==> src/rtl/duck_round_ctl.sv <==
// Round/shot sequencer: click edge detect, hit test, shot/hit/duck counters, flight timers, respawn.
// Latency: a click or frame_tick acts at the next clk edge; outputs are decoded from registered state.
// Backpressure: none; game_enable low forces IDLE. Build option DUCK_BONUS_EN doubles first-shot points.
module duck_round_ctl #(
    parameter int DUCK_WIDTH      = 64,
    parameter int DUCK_HEIGHT     = 64,
    parameter int SHOTS_PER_DUCK  = 3,
    parameter int DUCKS_PER_ROUND = 10,
    parameter int FLY_FRAMES      = 300,
    parameter int FALL_FRAMES     = 60,
    parameter int POINTS_PER_HIT  = 100
) (
    input  logic        clk,
    input  logic        rst,
    input  logic        game_enable,
    input  logic        frame_tick,
    input  logic        left_mouse,
    input  logic [11:0] mouse_xpos,
    input  logic [11:0] mouse_ypos,
    input  logic [11:0] duck_xpos,
    input  logic [11:0] duck_ypos,
    output logic        duck_respawn,
    output logic        duck_shot,
    output logic [1:0]  shots_left,
    output logic [3:0]  ducks_hit,
    output logic [3:0]  duck_count,
    output logic [15:0] score,
    output logic        game_finished
);

    typedef enum logic [2:0] {
        S_IDLE,
        S_SPAWN,
        S_FLY,
        S_HIT,
        S_ESCAPE,
        S_NEXT,
        S_DONE
    } state_t;

    state_t      state;
    state_t      state_nxt;

    logic        left_prev;
    logic        click;
    logic        shot_fired;
    logic        hit;
    logic        fly_timeout;
    logic        fall_done;
    logic [15:0] frame_cnt;

    // 13-bit hit-box bounds so a duck near the right/bottom edge cannot wrap
    logic [12:0] box_x_hi;
    logic [12:0] box_y_hi;
    logic [16:0] hit_points;
    logic [17:0] score_sum;

    assign click      = left_mouse & ~left_prev;
    assign shot_fired = click && (shots_left != 2'd0);

    assign box_x_hi = {1'b0, duck_xpos} + 13'(DUCK_WIDTH - 1);
    assign box_y_hi = {1'b0, duck_ypos} + 13'(DUCK_HEIGHT - 1);
    assign hit = ({1'b0, mouse_xpos} >= {1'b0, duck_xpos}) && ({1'b0, mouse_xpos} <= box_x_hi) &&
                 ({1'b0, mouse_ypos} >= {1'b0, duck_ypos}) && ({1'b0, mouse_ypos} <= box_y_hi);

    assign fly_timeout = frame_tick && (frame_cnt == 16'(FLY_FRAMES - 1));
    assign fall_done   = frame_tick && (frame_cnt == 16'(FALL_FRAMES - 1));

`ifdef DUCK_BONUS_EN
    // First-shot hits (no shot spent yet on this duck) score double
    assign hit_points = (shots_left == 2'(SHOTS_PER_DUCK)) ? 17'(2 * POINTS_PER_HIT)
                                                           : 17'(POINTS_PER_HIT);
`else
    assign hit_points = 17'(POINTS_PER_HIT);
`endif

    assign score_sum = {2'b00, score} + {1'b0, hit_points};

    // State register
    always_ff @(posedge clk or posedge rst) begin
        if (rst) begin
            state <= S_IDLE;
        end else begin
            state <= state_nxt;
        end
    end

    // Next-state decode and state-decoded outputs; a click outranks a same-cycle flight timeout
    always_comb begin
        state_nxt     = state;
        duck_respawn  = 1'b0;
        duck_shot     = 1'b0;
        game_finished = 1'b0;
        case (state)
            S_IDLE: begin
                state_nxt = S_SPAWN;
            end
            S_SPAWN: begin
                duck_respawn = 1'b1;
                state_nxt    = S_FLY;
            end
            S_FLY: begin
                if (shot_fired && hit) begin
                    state_nxt = S_HIT;
                end else if (shot_fired && (shots_left == 2'd1)) begin
                    state_nxt = S_ESCAPE;
                end else if (fly_timeout) begin
                    state_nxt = S_ESCAPE;
                end
            end
            S_HIT: begin
                duck_shot = 1'b1;
                if (fall_done) begin
                    state_nxt = S_NEXT;
                end
            end
            S_ESCAPE: begin
                if (fall_done) begin
                    state_nxt = S_NEXT;
                end
            end
            S_NEXT: begin
                state_nxt = (duck_count >= 4'(DUCKS_PER_ROUND)) ? S_DONE : S_SPAWN;
            end
            S_DONE: begin
                game_finished = 1'b1;
            end
            default: begin
                state_nxt = S_IDLE;
            end
        endcase
        if (!game_enable) begin
            state_nxt = S_IDLE;
        end
    end

    // Click edge register, frame timer and game counters
    always_ff @(posedge clk or posedge rst) begin
        if (rst) begin
            left_prev  <= 1'b0;
            frame_cnt  <= 16'd0;
            shots_left <= 2'd0;
            ducks_hit  <= 4'd0;
            duck_count <= 4'd0;
            score      <= 16'd0;
        end else begin
            left_prev <= left_mouse;

            // Timer restarts on every state change so each state counts its own ticks
            if (state_nxt != state) begin
                frame_cnt <= 16'd0;
            end else if (frame_tick) begin
                frame_cnt <= frame_cnt + 16'd1;
            end

            if (!game_enable || (state == S_IDLE)) begin
                shots_left <= 2'd0;
                ducks_hit  <= 4'd0;
                duck_count <= 4'd0;
                score      <= 16'd0;
            end else if (state == S_SPAWN) begin
                shots_left <= 2'(SHOTS_PER_DUCK);
                if (duck_count < 4'(DUCKS_PER_ROUND)) begin
                    duck_count <= duck_count + 4'd1;
                end
            end else if ((state == S_FLY) && shot_fired) begin
                shots_left <= shots_left - 2'd1;
                if (hit) begin
                    if (ducks_hit < duck_count) begin
                        ducks_hit <= ducks_hit + 4'd1;
                    end
                    score <= (score_sum > 18'h0FFFF) ? 16'hFFFF : score_sum[15:0];
                end
            end
        end
    end

endmodule
==> config.mk <==
export PLATFORM = sky130hd
export DESIGN_NAME = duck_round_ctl
export DESIGN_NICKNAME = d
export VERILOG_FILES = /design/src/rtl/duck_round_ctl.sv
export SDC_FILE = /design/constraint.sdc
export NUM_CORES = 1
export LEC_CHECK = 0
export ABC_AREA = 1
export CAP_MARGIN = 20
export CORE_ASPECT_RATIO = 1.75
export CORE_UTILIZATION = 52
export DETAILED_ROUTE_END_ITERATION = 8
export HOLD_SLACK_MARGIN = 0.1
export PLACE_DENSITY_LB_ADDON = 0.2
export SLEW_MARGIN = 20
export SYNTH_ARGS = -nofsm -noshare
export SYNTH_HDL_FRONTEND = slang
export SYNTH_SLANG_ARGS = --single-unit
==> constraint.sdc <==
create_clock -name clk -period 3.2 [get_ports clk]
set_clock_uncertainty 0.2 [all_clocks]
set_input_delay 0.64 -clock clk [delete_from_list [all_inputs] [get_ports clk]]
set_output_delay 0.64 -clock clk [all_outputs]
set_load 0.03 [all_outputs]
=== Word-level counts from Yosys, hierarchy flattened ===
Cells that the tools add are included.

* Bits in registers: 46
* Output and inout port bits: 29

* Equality and inequality tests: 11
* Multiplexer cells: 28
* Bitwise operators: 2
* Reductions and logical operators: 24
* $lt $le $gt $ge: 8
* Add/sub/neg operators: 7

{| class="wikitable"
|+ Operators by type and width
! kind !! number
|-
| 16-bit 2-to-1 mux || 7
|-
| 4-bit 2-to-1 mux || 8
|-
| 12-bit by 6-bit adder with 13-bit output, second input constant || 2
|-
| 12-bit by 13-bit <= comparator with 1-bit output || 2
|-
| 12-bit >= comparator || 2
|-
| 3-bit 2-to-1 mux || 6
|-
| 3-bit one-hot mux with 6 select lines || 1
|-
| 16-bit by 7-bit adder with 17-bit output, second input constant || 1
|-
| 17-bit by 16-bit > comparator with 1-bit output, second input constant || 1
|-
| 16-bit by 1-bit adder with 16-bit output, second input constant || 1
|-
| 16-bit by 6-bit equality test with 1-bit output, second input constant || 1
|-
| 16-bit by 9-bit equality test with 1-bit output, second input constant || 1
|-
| 2-bit nonzero test || 7
|-
| 3-bit equality test, second input constant || 3
|-
| 1-bit logical AND || 9
|-
| 4-bit by 1-bit adder with 4-bit output, second input constant || 2
|-
| 3-bit by 2-bit equality test with 1-bit output, second input constant || 2
|-
| 2-bit 2-to-1 mux || 3
|-
| 4-bit >= comparator, second input constant || 1
|-
| 4-bit < comparator || 1
|-
| 4-bit < comparator, second input constant || 1
|-
| 4-bit AND reduction || 1
|-
| 3-bit by 1-bit equality test with 1-bit output, second input constant || 1
|-
| 3-bit zero test || 1
|-
| 13 further kinds || 15
|}

=== Depth between registers and ports, before layout ===
Gate-level depths: netlist of the first run.

* Word-level depth: 11
* Mapped depth: 28
* Mapped depth without buffers: 27

=== Worst setup path before layout of the first run ===
No wires, ideal clock.

* Path kind: in2reg
* From: input duck_ypos[0]
* To: register frame_cnt[4]
* Buffers on the path: 1
* Cell stages on the path: 27
* Slack: -0.257 ns
* Library setup time: 0.124 ns
* Arrival time: 3.132 ns
* Required time: 2.876 ns
* Cells stage by stage: inv_1 -> nand3_1 -> nor2_1 -> nand2_1 -> o21ai_0 -> nor2_1 -> inv_1 -> nor3_1 -> xor2_1 -> ha_1 -> nand2_1 -> nor2_1 -> nand2_1 -> nor2_1 -> nor2_1 -> nand2_1 -> nand2_2 -> nand3_1 -> nor2_2 -> nand3_2 -> nand2_1 -> nand2_1 -> nand2_1 -> nand2_1 -> nand3_4 -> buf_6 -> nor2_4

* Longest elaborated chain between the ends: 9
* Elaborated cells between the ends (all ways): 12
* Those cells by class: add/sub: 1; order compare: 2; eq/ne: 1; mux: 4; reduce/logical: 4

{| class="wikitable"
|+ Ends and longest elaborated chain
! what !! line !! RTL
|-
| from (decl) || 21 || <nowiki>input logic [11:0] duck_ypos,</nowiki>
|-
| 12-bit by 6-bit adder with 13-bit output / 12-bit >= comparator (equally long branches) || 62, 64 ||
|-
| 12-bit by 13-bit <= comparator with 1-bit output / 1-bit logical AND (equally long branches) || 64, 63 ||
|-
| 1-bit logical AND * || 64 || <nowiki>({1'b0, mouse_ypos} >= {1'b0, duck_ypos}) && ({1'b0, mouse_ypos} <= box_y_hi);</nowiki>
|-
| 1-bit logical AND * || 103 || <nowiki>if (shot_fired && hit) begin</nowiki>
|-
| 3-bit 2-to-1 mux * || 103 ||
|-
| 3-bit one-hot mux with 6 select lines * || 94 || <nowiki>case (state)</nowiki>
|-
| 3-bit 2-to-1 mux * || 132 || <nowiki>if (!game_enable) begin</nowiki>
|-
| 3-bit inequality test * || 150 || <nowiki>if (state_nxt != state) begin</nowiki>
|-
| 16-bit 2-to-1 mux / 2-bit nonzero test (equally long branches) || -- ||
|-
| to (signal assigned) || 153 || <nowiki>frame_cnt <= frame_cnt + 16'd1;</nowiki>
|-
| to (decl) || 50 || <nowiki>logic [15:0] frame_cnt;</nowiki>
|}

Every way passes the cells marked *; elsewhere a longest branch is shown, timed or not.
A chain may end at the register's enable or synchronous reset.

=== Final worst setup path of the first run ===
* From: input duck_ypos[1]
* To: register score[3]

* Longest elaborated chain between the ends: 5
* Elaborated cells between the ends (all ways): 7
* Those cells by class: add/sub: 1; order compare: 2; reduce/logical: 4

{| class="wikitable"
|+ Ends and longest elaborated chain
! what !! line !! RTL
|-
| 12-bit by 6-bit adder with 13-bit output / 12-bit >= comparator (equally long branches) || 62, 64 ||
|-
| 12-bit by 13-bit <= comparator with 1-bit output / 1-bit logical AND (equally long branches) || 64, 63 ||
|-
| 1-bit logical AND * || 64 ||
|-
| 2-bit nonzero test (no source line) * || -- ||
|-
| 3-bit AND reduction (no source line) * || -- ||
|-
| to (signal assigned) || 172 || <nowiki>score <= (score_sum > 18'h0FFFF) ? 16'hFFFF : score_sum[15:0];</nowiki>
|-
| to (decl) || 27 || <nowiki>output logic [15:0] score,</nowiki>
|}

Marks and branches as above.

==> impl_results.md, run 1 <==
- Status: finished with violations
- Failing checks: setup timing
- Deepest clock path buffer count: 2
- Worst setup SP type: primary input
- Largest net degree at the start of global routing: 46
- Post-synth top flop: dfrtp_1
- Synthesized flop and latch total: 45
- P_sw: 683 uW
- Final nets: 916
- Via count: 4682
- Switching Share: 35.2%
- Sequential Power Share: 31.5%
- ANT nets after route: 0
- Arrival @ worst endpoint: 3.39 ns
- Starting density of the core: 54.1%
- Detailed Route Iter0 Violations: 207
- TNS Setup: -5.14 ns
- Dpl ws: -1.14 ns
- CORE AREA: 8370 um^2
- Pint: 1.26 mW
- Total global-route track usage: 27.2%
- Synth unique cells: 39
- Total of max-cap violations: 0
- Mapped Area: 4530 um^2
- Remaining DRCs: 0
- Clock tree sinks: 45
- CTS Buf Count: 5
- FP Rows: 44
- Setup violators final: 36
- Clock Power Share: 26.7%
- Hold Vio Cnt, Final: 0
- Gate power share: 41.8%
- VDD IR max: 0.000332 V
- Avg Inst Size Synth: 7.00 um^2
- Initial antenna violation count: 0
- Post-synth EDFFs: 0
- TritonCTS clock tree: yes
- Worst Tran Pin Value: 0.578 ns
- Port Buffers: 81
- Die Span Y: 125 um
- Cell count after synthesis: 647
- Clock transition at the registers of the reported paths: 0.06 ns
- Post-route insts no fill: 917
- Post-Syn Nets: 761
- Crit path kind: in -> reg
- Die area: 9100 um^2
- Via-to-Cell Ratio: 5.11
- Final worst slack: -0.193 ns
- Crit path cell chain: buf_6, inv_6, buf_4, buf_4, ha_1, nand3_2, nand3_1, xor2_1, ha_1, nand2_2, nor2_1, nor2_1, nand2_1, nor2_1, nand2_1, nand2_2, nand3_2, nor2_4, nand3_4, buf_4, nor2_4, buf_6, inv_1, o211ai_1
- Sequential share of the synthesized area: 24.9%
- Period utilisation layout: 106%
- Slowest stage cell, crit path: ha_1
- Final antenna diode count: 0
- Max Slew Vio Count: 0
- Drt first pass iters: 4
- Htree depth: 2
- GP Congestion: 0.910
- FFs w/ async S/R, synth: 100%
- Final HPWL DP: 9010 um
- Cts hold-fix bufs: 0
- P_leak: 3.26 nW
- Overflow after GRT: 0
- Worst min path class: reg -> reg
- Post-Place Cells: 888
- Root buf cell: clkbuf_16
- CP required: 3.20 ns
- DRT Wirelength: 12000 um
- Number of global-route vias before repair: 4716
- DR WL/cell: 13.0 um
- DIE WIDTH: 72.5 um
- Fin crit period: 3.39 ns
- Unrepaired setup endpoints after global routing: true
- First-pass GRT wire length: 19600 um
- # IOs: 82
- Crit end category: flip-flop
- Crit-path max cell delay: 0.30 ns
- Peak Freq: 295 MHz
- Area growth, synth to finish: 43.3%
- Critical Path Fanout Max: 4
- Layout cells sized above 1: 22.8%
- Pwr dens: 300 nW/um^2
- Worst slew margin: 61.1%
- Clock insertion delay at the later pin of the skew report: 0.29 ns
- Synth Warn #: 0
==> power by group through the flow <==
stage / clock network [mW] / registers [mW] / logic [mW]
final: 0.519 / 0.612 / 0.811
after global routing: 0.558 / 0.614 / 0.886
after CTS: 0.521 / 0.611 / 0.763
after detailed placement: 0 / 0.621 / 0.678
after global placement: 0 / 0.620 / 0.654
after floorplan: 0 / 0.630 / 0.411
==> critical path: cells and delay by family <==
| kind | cells | cell delay, ns |
|---|---|---|
| AOI/OAI and AO/OA | 1 | 0.17 |
| adders and majority gates | 2 | 0.51 |
| buffers and inverters | 7 | 0.70 |
| xor gates and xnor gates | 1 | 0.15 |
| and+or+nand+nor | 13 | 1.20 |
==> repair_timing <==
action | CTS | global route
setup endpoints to repair | 38 | 38
setup buffers | 17 | 3
gates resized for setup | 89 | 45
gates cloned | 2 | 0
pin swaps | 40 | 43
==> cell usage after synthesis (all sizes together) (2+ instances only) <==
cell type | n | area [um^2]
inv | 118 | 443
dfrtp | 45 | 1130
nand2 | 164 | 623
buf | 5 | 36.3
nand4 | 10 | 68.8
and2 | 2 | 12.5
a21oi | 18 | 90.1
o21ai | 19 | 95.1
o211ai | 5 | 37.5
clkinv | 2 | 7.51
nor4 | 3 | 18.8
nor3b | 2 | 15.0
nor3 | 11 | 81.3
a221oi | 2 | 17.5
nand3 | 47 | 258
nor2 | 82 | 398
ha | 61 | 763
xor2 | 35 | 307
xnor2 | 8 | 70.1
==> state kept, by name (all words and copies together), names as in the netlist <==
signal	count
duck_count	4
ducks_hit	4
frame_cnt	16
left_prev	1
score	15
shots_left	2
state	3
==> cells in the final DEF, fill, tap and decap left out, types with 6 or more instances in the layout <==
cell             count
xnor2_1              7
inv_1               92
a21oi_1             17
ha_1                60
nor2_1              54
xor2_1              34
clkdlybuf4s50_1     63
dlygate4sd2_1        7
nor2_2               7
nor3_1               6
o21ai_0             12
nor2_4              21
buf_4               63
inv_2               22
dfrtp_1             45
buf_6               11
nand2_1            143
nand2_2             16
nand3_1             40
nand4_1              9
==> cell type report <==
class	instances	area (um^2)
inverter	120	483
sequential	45	1130
tap	115	144
multi-input combinational	476	3160
clock buffer	7	143
fill	629	1880
timing repair buffer	154	1430
==> logic make-up after synthesis <==
logic type / after synthesis / share of synthesized area, %
and+or+nand+nor: 323 / 32.9
buffers and inverters: 126 / 10.8
adders and majority gates: 61 / 16.9
AOI/OAI and AO/OA: 48 / 6.00
DFF: 45 / 24.9
xor gates and xnor gates: 43 / 8.32
muxes: 1 / 0.221
==> path summary, 6_finish.rpt <==
kind | start | slack [ns] | cells after the start | to
hold reg to reg | score[4] | 0.39 | 2 | score[4]
min in group asynchronous | rst | 0.61 | 3 | left_prev
hold / removal | score[4] | 0.39 | 2 | score[4]
max in group asynchronous | rst | 1.82 | 3 | ducks_hit[1]
setup / recovery | duck_ypos[1] | -0.19 | 24 | score[3]
setup reg to reg | score[2] | 0.75 | 12 | score[3]
==> per-stage QoR <==
stage               power, mW  util (%)  hold WS [ns]  cell area (um^2)
finish                   1.94      77.5         0.387              6480
global route             2.06      77.5         0.421              6480
CTS                      1.89      75.5         0.354              6320
detailed placement       1.30      70.5         0.351              5900
global placement         1.27      70.5         0.341              5900
floorplan                1.04         -         0.321              4600
==> routing by layer <==
metal  GRT usage, %  wire [um]  up-vias  share of wire [%]
met5              0          0        -                  0
met4           15.2        565        0                4.7
met3           3.63        372       45                3.1
met2           53.2       6850      133                 57
met1           25.6       4160     2152                 35
li1               -          -     2352                  -
Power figures use the tool's default switching activity.
==> run 2, diff against run 1 <==
--- a/config.mk
+++ b/config.mk
@@ -8,8 +8,10 @@
 export ABC_AREA = 1
 export CAP_MARGIN = 20
 export CORE_ASPECT_RATIO = 1.75
+export CORE_MARGIN = 2
 export CORE_UTILIZATION = 52
 export DETAILED_ROUTE_END_ITERATION = 8
+export DONT_BUFFER_PORTS = 1
 export HOLD_SLACK_MARGIN = 0.1
 export PLACE_DENSITY_LB_ADDON = 0.2
 export SLEW_MARGIN = 20
==> impl_results.md, run 2 (synthesis gave the netlist of run 1 again) <==
- Layout fillers: 758
- Sequential Power Share: 32.1%
- Setup violators final: 3
- VDD IR max: 0.000251 V
- Failing checks: setup timing
- Overflow after GRT: 0
- Peak Freq: 311 MHz
- ANT nets after route: 0
- Final nets: 811
- Drt first pass iters: 4
- Arrival @ worst endpoint: 3.24 ns
- Clock transition at the registers of the reported paths: 0.06 ns
- Max reg flops: 16
- Most frequent cells in the layout: nand2_1, inv_1, ha_1
- Layout cells sized above 1: 20.2%
- P_sw: 643 uW
- Total of max-cap violations: 0
- Final worst slack: -0.0114 ns
- Switching Share: 33.0%
- Top Registers: frame_cnt (16), score (15)
- Final HPWL DP: 8520 um
- Final antenna diode count: 0
- Most common cell after layout, fill and taps aside: nand2_1
- CP dominant cell by count: nand2_1
- Die Span Y: 127 um
- Total global-route track usage: 23.0%
- Initial antenna violation count: 0
- Remaining DRCs: 0
- Htree depth: 2
- FP Rows: 45
- Worst setup SP type: primary input
- GP Congestion: 0.902
- Die area: 9500 um^2
- Clock insertion delay at the later pin of the skew report: 0.29 ns
- CORE AREA: 8560 um^2
- CP Buf/Inv Count: 4
- Period utilisation layout: 100%
- Max Slew Vio Count: 0
- Crit end category: flip-flop
- Fin crit period: 3.21 ns
- TNS Setup: -0.0286 ns
- CP required: 3.23 ns
- Starting density of the core: 52.9%
- Slowest stage cell, crit path: ha_1
- Hold_ws: 0.0951 ns
- Area growth, synth to finish: 22.6%
- DRT Wirelength: 10800 um
- Tot Pwr: 1.95 mW
- Number of global-route vias before repair: 4250
- Root buf cell: clkbuf_16
- Worst min path class: in -> async
- Via-to-Cell Ratio: 5.11
- Unrepaired setup endpoints after global routing: true
- Clock Power Share: 34.3%
- Detailed Route Iter0 Violations: 173
- Clock tree sinks: 45
- Port Buffers: 0
- Multi-input logic area: 3100 um^2
- Pint: 1.31 mW
- Worst Tran Pin Value: 0.614 ns
- TritonCTS clock tree: yes
- Crit path kind: in -> reg
- Status: finished with violations
- Crit-path leading delay family: simple AND/OR/NAND/NOR gates
- Via count: 4166
- DIE WIDTH: 74.5 um
- Pwr dens: 352 nW/um^2
- Critical Path Fanout Max: 6
- Post-route insts no fill: 815
- P_leak: 2.81 nW
- Largest net degree at the start of global routing: 24
- First-pass GRT wire length: 17400 um
- CTS Buf Count: 5
- Worst slew margin: 58.7%
- Hold Vio Cnt, Final: 0
- Post-Place Cells: 791
- # IOs: 82
- Largest Register: frame_cnt
- Sequential Area: 1130 um^2
- Crit-path max cell delay: 0.30 ns
- Gate power share: 33.6%
- DR WL/cell: 13.3 um
- Deepest clock path buffer count: 2
==> run 2: worst register-to-register path, stage by stage, from the launching register on <==
cell      delay, ns
dfrtp_1        0.58
ha_1           0.26
nand2_1        0.08
nand2_1        0.13
nand2_2        0.07
nor2_2         0.15
nand3_1        0.13
nor2_1         0.14
xor2_1         0.20
nand2_1        0.08
nor2_1         0.09
nand4_1        0.09
nand2_1        0.13
nand2_2        0.08
buf_6          0.14
o211ai_1       0.08
==> run 2: repair_timing <==
item                                    4_1_cts  5_1_grt
pin swaps                                    16       16
gates resized for setup                      37       34
hold buffers                                  0        0
endpoints found under the setup margin       29       35
gates cloned                                  1        1
buffers inserted                             11        3
==> run 2: final cells by class <==
| type | count | area share (%) |
|---|---|---|
| Clock buffer | 5 | 2.26 |
| Clock inverter | 3 | 1.17 |
| Sequential cell | 45 | 20.3 |
| Tap cell | 117 | 2.64 |
| Inverter | 120 | 9.86 |
| Timing Repair Buffer | 49 | 7.83 |
| Multi-Input combinational cell | 476 | 56.0 |
==> run 2: routing by layer <==
| metal | vias to the layer above | global-route usage, % | share of wire, % |
|---|---|---|---|
| met3 | 22 | 4.50 | 4.9 |
| li1 | 2135 | - | - |
| met4 | 0 | 9.03 | 2.4 |
| met2 | 83 | 45.6 | 58 |
| met1 | 1926 | 21.5 | 35 |
| met5 | - | 0 | 0 |
==> run 2: final timing paths <==
check                                   start             to  slack (ns)  cells after the start
worst max-delay path             duck_ypos[0]  frame_cnt[10]       -0.01                     25
worst min-delay path                      rst       state[0]         0.1                      2
worst max register to register       score[3]       score[3]        0.49                     15
worst min register to register  frame_cnt[15]  frame_cnt[15]        0.37                      2
max in group asynchronous                 rst       score[8]        2.47                      2
min in group clk                   left_mouse      left_prev        0.17                      0
==> run 2: power groups by stage <==
stage | sequential, mW | combinational [mW] | clock, mW
3_3_place_gp | 0.635 | 0.541 | 0
6_report | 0.626 | 0.654 | 0.669
4_1_cts | 0.626 | 0.633 | 0.680
5_1_grt | 0.629 | 0.733 | 0.706
3_5_place_dp | 0.637 | 0.557 | 0
2_1_floorplan | 0.630 | 0.411 | 0
==> run 2: through the flow <==
stage	util, %	area (um^2)	worst slack, ns
finish	64.8	5550	-0.0114
global route	64.8	5550	-0.234
CTS	63.2	5410	-0.0390
detailed placement	58.2	4980	-0.474
global placement	58.2	4980	-0.429
floorplan	-	4600	-0.0245
==> run 3, diff against run 2 <==
--- a/config.mk
+++ b/config.mk
@@ -12,7 +12,9 @@
 export CORE_UTILIZATION = 52
 export DETAILED_ROUTE_END_ITERATION = 8
 export DONT_BUFFER_PORTS = 1
+export GPL_TIMING_DRIVEN = 0
 export HOLD_SLACK_MARGIN = 0.1
+export MAX_ROUTING_LAYER = met4
 export PLACE_DENSITY_LB_ADDON = 0.2
 export SLEW_MARGIN = 20
 export SYNTH_ARGS = -nofsm -noshare
==> constraint.sdc (replaced) <==
create_clock -name clk -period 3.7 [get_ports clk]
set_clock_uncertainty 0.2 [all_clocks]
set_input_delay 0.74 -clock clk [delete_from_list [all_inputs] [get_ports clk]]
set_output_delay 0.74 -clock clk [all_outputs]
set_load 0.03 [all_outputs]
==> impl_results.md, run 3 (synthesis gave the netlist of run 1 again) <==
- Critical R2R Capture: frame_cnt[3]
- Largest net degree at the start of global routing: 34
- Sequential Area: 1130 um^2
- Worst min path class: in -> reg
- CTS Buf Count: 5
- WHS Path Cells: 0
- Pwr dens: 294 nW/um^2
- DRT Wirelength: 9920 um
- Die area: 9500 um^2
- First-pass GRT wire length: 16400 um
- Max Slew Vio Count: 0
- Largest Register: frame_cnt
- Final nets: 778
- FP Rows: 45
- Drt first pass iters: 4
- Clock tree sinks: 45
- M1 wire length: 3590 um
- Crit end category: flip-flop
- Area growth, synth to finish: 10.3%
- Unrepaired setup endpoints after global routing: true
- Met2 WL: 5730 um
- Via-to-Cell Ratio: 5.09
- DR WL/cell: 12.7 um
- Multi-input logic area: 2950 um^2
- Clock insertion delay at the later pin of the skew report: 0.29 ns
- Hold Path Sink: left_prev
- Fin crit period: 3.57 ns
- # IOs: 82
- Worst slew margin: 39.5%
- Tot Pwr: 1.47 mW
- ANT nets after route: 0
- TritonCTS clock tree: yes
- Flop2flop setup slack: 0.93 ns
- Critical Path Fanout Max: 6
- CP startpoint: duck_ypos[0]
- R2R depth: 14
- Starting density of the core: 52.9%
- Final antenna diode count: 0
- Deepest clock path buffer count: 2
- VDD IR max: 0.000217 V
- Period utilisation layout: 96.4%
- Final HPWL DP: 8330 um
- DIE WIDTH: 74.5 um
- P_leak: 2.58 nW
- Overflow after GRT: 0
- Worst Tran Pin Value: 0.903 ns
- R2r startpoint: shots_left[0]
- Top sig layer: met4
- Total global-route track usage: 22.2%
- Initial antenna violation count: 0
- Most frequent cells in the layout: nand2_1, inv_1, nor2_1
- Most common cell after layout, fill and taps aside: nand2_1
- Hold Vio Cnt, Final: 0
- Port Buffers: 0
- Met3 WL: 417 um
- TNS Setup: 0 ns
- Crit path kind: in -> reg
- Number of global-route vias before repair: 4030
- CP required: 3.72 ns
- Final Util: 58.3%
- Detailed Route Iter0 Violations: 132
- Remaining DRCs: 0
- Setup violators final: 0
- GP Congestion: 0.943
- Root buf cell: clkbuf_16
- Max reg flops: 16
- Htree depth: 2
- Status: complete, no violations
- Layout fillers: 837
- Die Span Y: 127 um
- Arrival @ worst endpoint: 3.59 ns
- Via count: 3982
- Total of max-cap violations: 0
- Hold Startpoint: left_mouse
- Worst setup SP type: primary input
- CORE AREA: 8560 um^2
- Layout cells sized above 1: 12.0%
- Clock transition at the registers of the reported paths: 0.06 ns
- Peak Freq: 280 MHz
- Top Registers: frame_cnt (16), score (15)
## run 3: cell count changes in the layout (fill, tap and decap cells not counted), moves of 4 or more
cell / delta
nand2_1: +11
clkinvlp_4: +4
nand2_2: -9
nor2_4: -10
buf_4: -33
nor2_1: +8
## run 3: worst max path at each step
| stage | cells past startpoint | slack (ns) | endpoint |
|---|---|---|---|
| after floorplan | 27 | 0.14 | frame_cnt[4] |
| after global placement | 27 | -0.35 | frame_cnt[5] |
| after detailed placement | 27 | -0.39 | frame_cnt[4] |
| after CTS | 27 | 0.02 | frame_cnt[4] |
| after global routing | 28 | -0.16 | frame_cnt[3] |
| final | 28 | 0.13 | frame_cnt[3] |
## run 3: report_power, final
group / total, mW / leakage, nW / switching, mW / internal (mW)
Combinational: 0.480 / 1.89 / 0.291 / 0.188
Sequential: 0.542 / 0.622 / 0.0336 / 0.509
Clock: 0.443 / 0.0621 / 0.193 / 0.250
Total: 1.47 / 2.58 / 0.518 / 0.947
## run 3: per-stage QoR
stage                     std cells  hold slack [ns]  setup slack, ns  cell area (um^2)
after floorplan                 647            0.321            0.143              4530
final                           782            0.282            0.134              4990
after global placement          764            0.344           -0.346              4670
after detailed placement        765            0.343           -0.387              4690
after CTS                       774            0.271           0.0201              4850
after global routing            782            0.267           -0.164              4990
## run 3: per-layer routing
| layer | up-vias | global-route usage, % |
|---|---|---|
| met5 | - | - |
| li1 | 2067 | - |
| met4 | 0 | 8.51 |
| met1 | 1823 | 20.4 |
| met2 | 77 | 43.3 |
| met3 | 15 | 3.47 |
## run 3: timing repair
| item | in CTS | in global routing |
|---|---|---|
| hold buffers | 1 | 0 |
| endpoints found under the setup margin | 21 | 34 |
| buffers inserted | 0 | 7 |
| endpoints found under the hold margin | 12 | 0 |
| resized for setup | 1 | 21 |
| pin swaps | 0 | 15 |
| gates cloned | 0 | 1 |
## run 3: critical path: stages
cell        delay [ns]
clkinvlp_4        0.06
nand3_2           0.08
nor2_1            0.11
nand2_1           0.09
o21ai_2           0.19
nor2_1            0.06
inv_1             0.11
nor3_2            0.06
xor2_1            0.14
ha_1              0.34
nand2_2           0.08
nor2_2            0.03
nor2_1            0.11
nand2_1           0.06
nor2_1            0.09
nand2_1           0.06
nand2_2           0.08
nand3_2           0.06
nor2_2            0.12
nand3_2           0.13
nand2_2           0.12
nand2_2           0.05
nand2_1           0.05
nand2_1           0.07
inv_2             0.07
nand3_4           0.13
clkbuf_16         0.20
nor2_4            0.07
## run 3: layout make-up
type / count / area share (%)
Timing Repair Buffer: 10 / 2.23
Buffer: 6 / 0.978
Inverter: 120 / 9.15
Sequential cell: 45 / 22.6
Clock buffer: 5 / 2.51
Tap cell: 117 / 2.93
Clock inverter: 3 / 0.451
Multi-Input combinational cell: 476 / 59.2
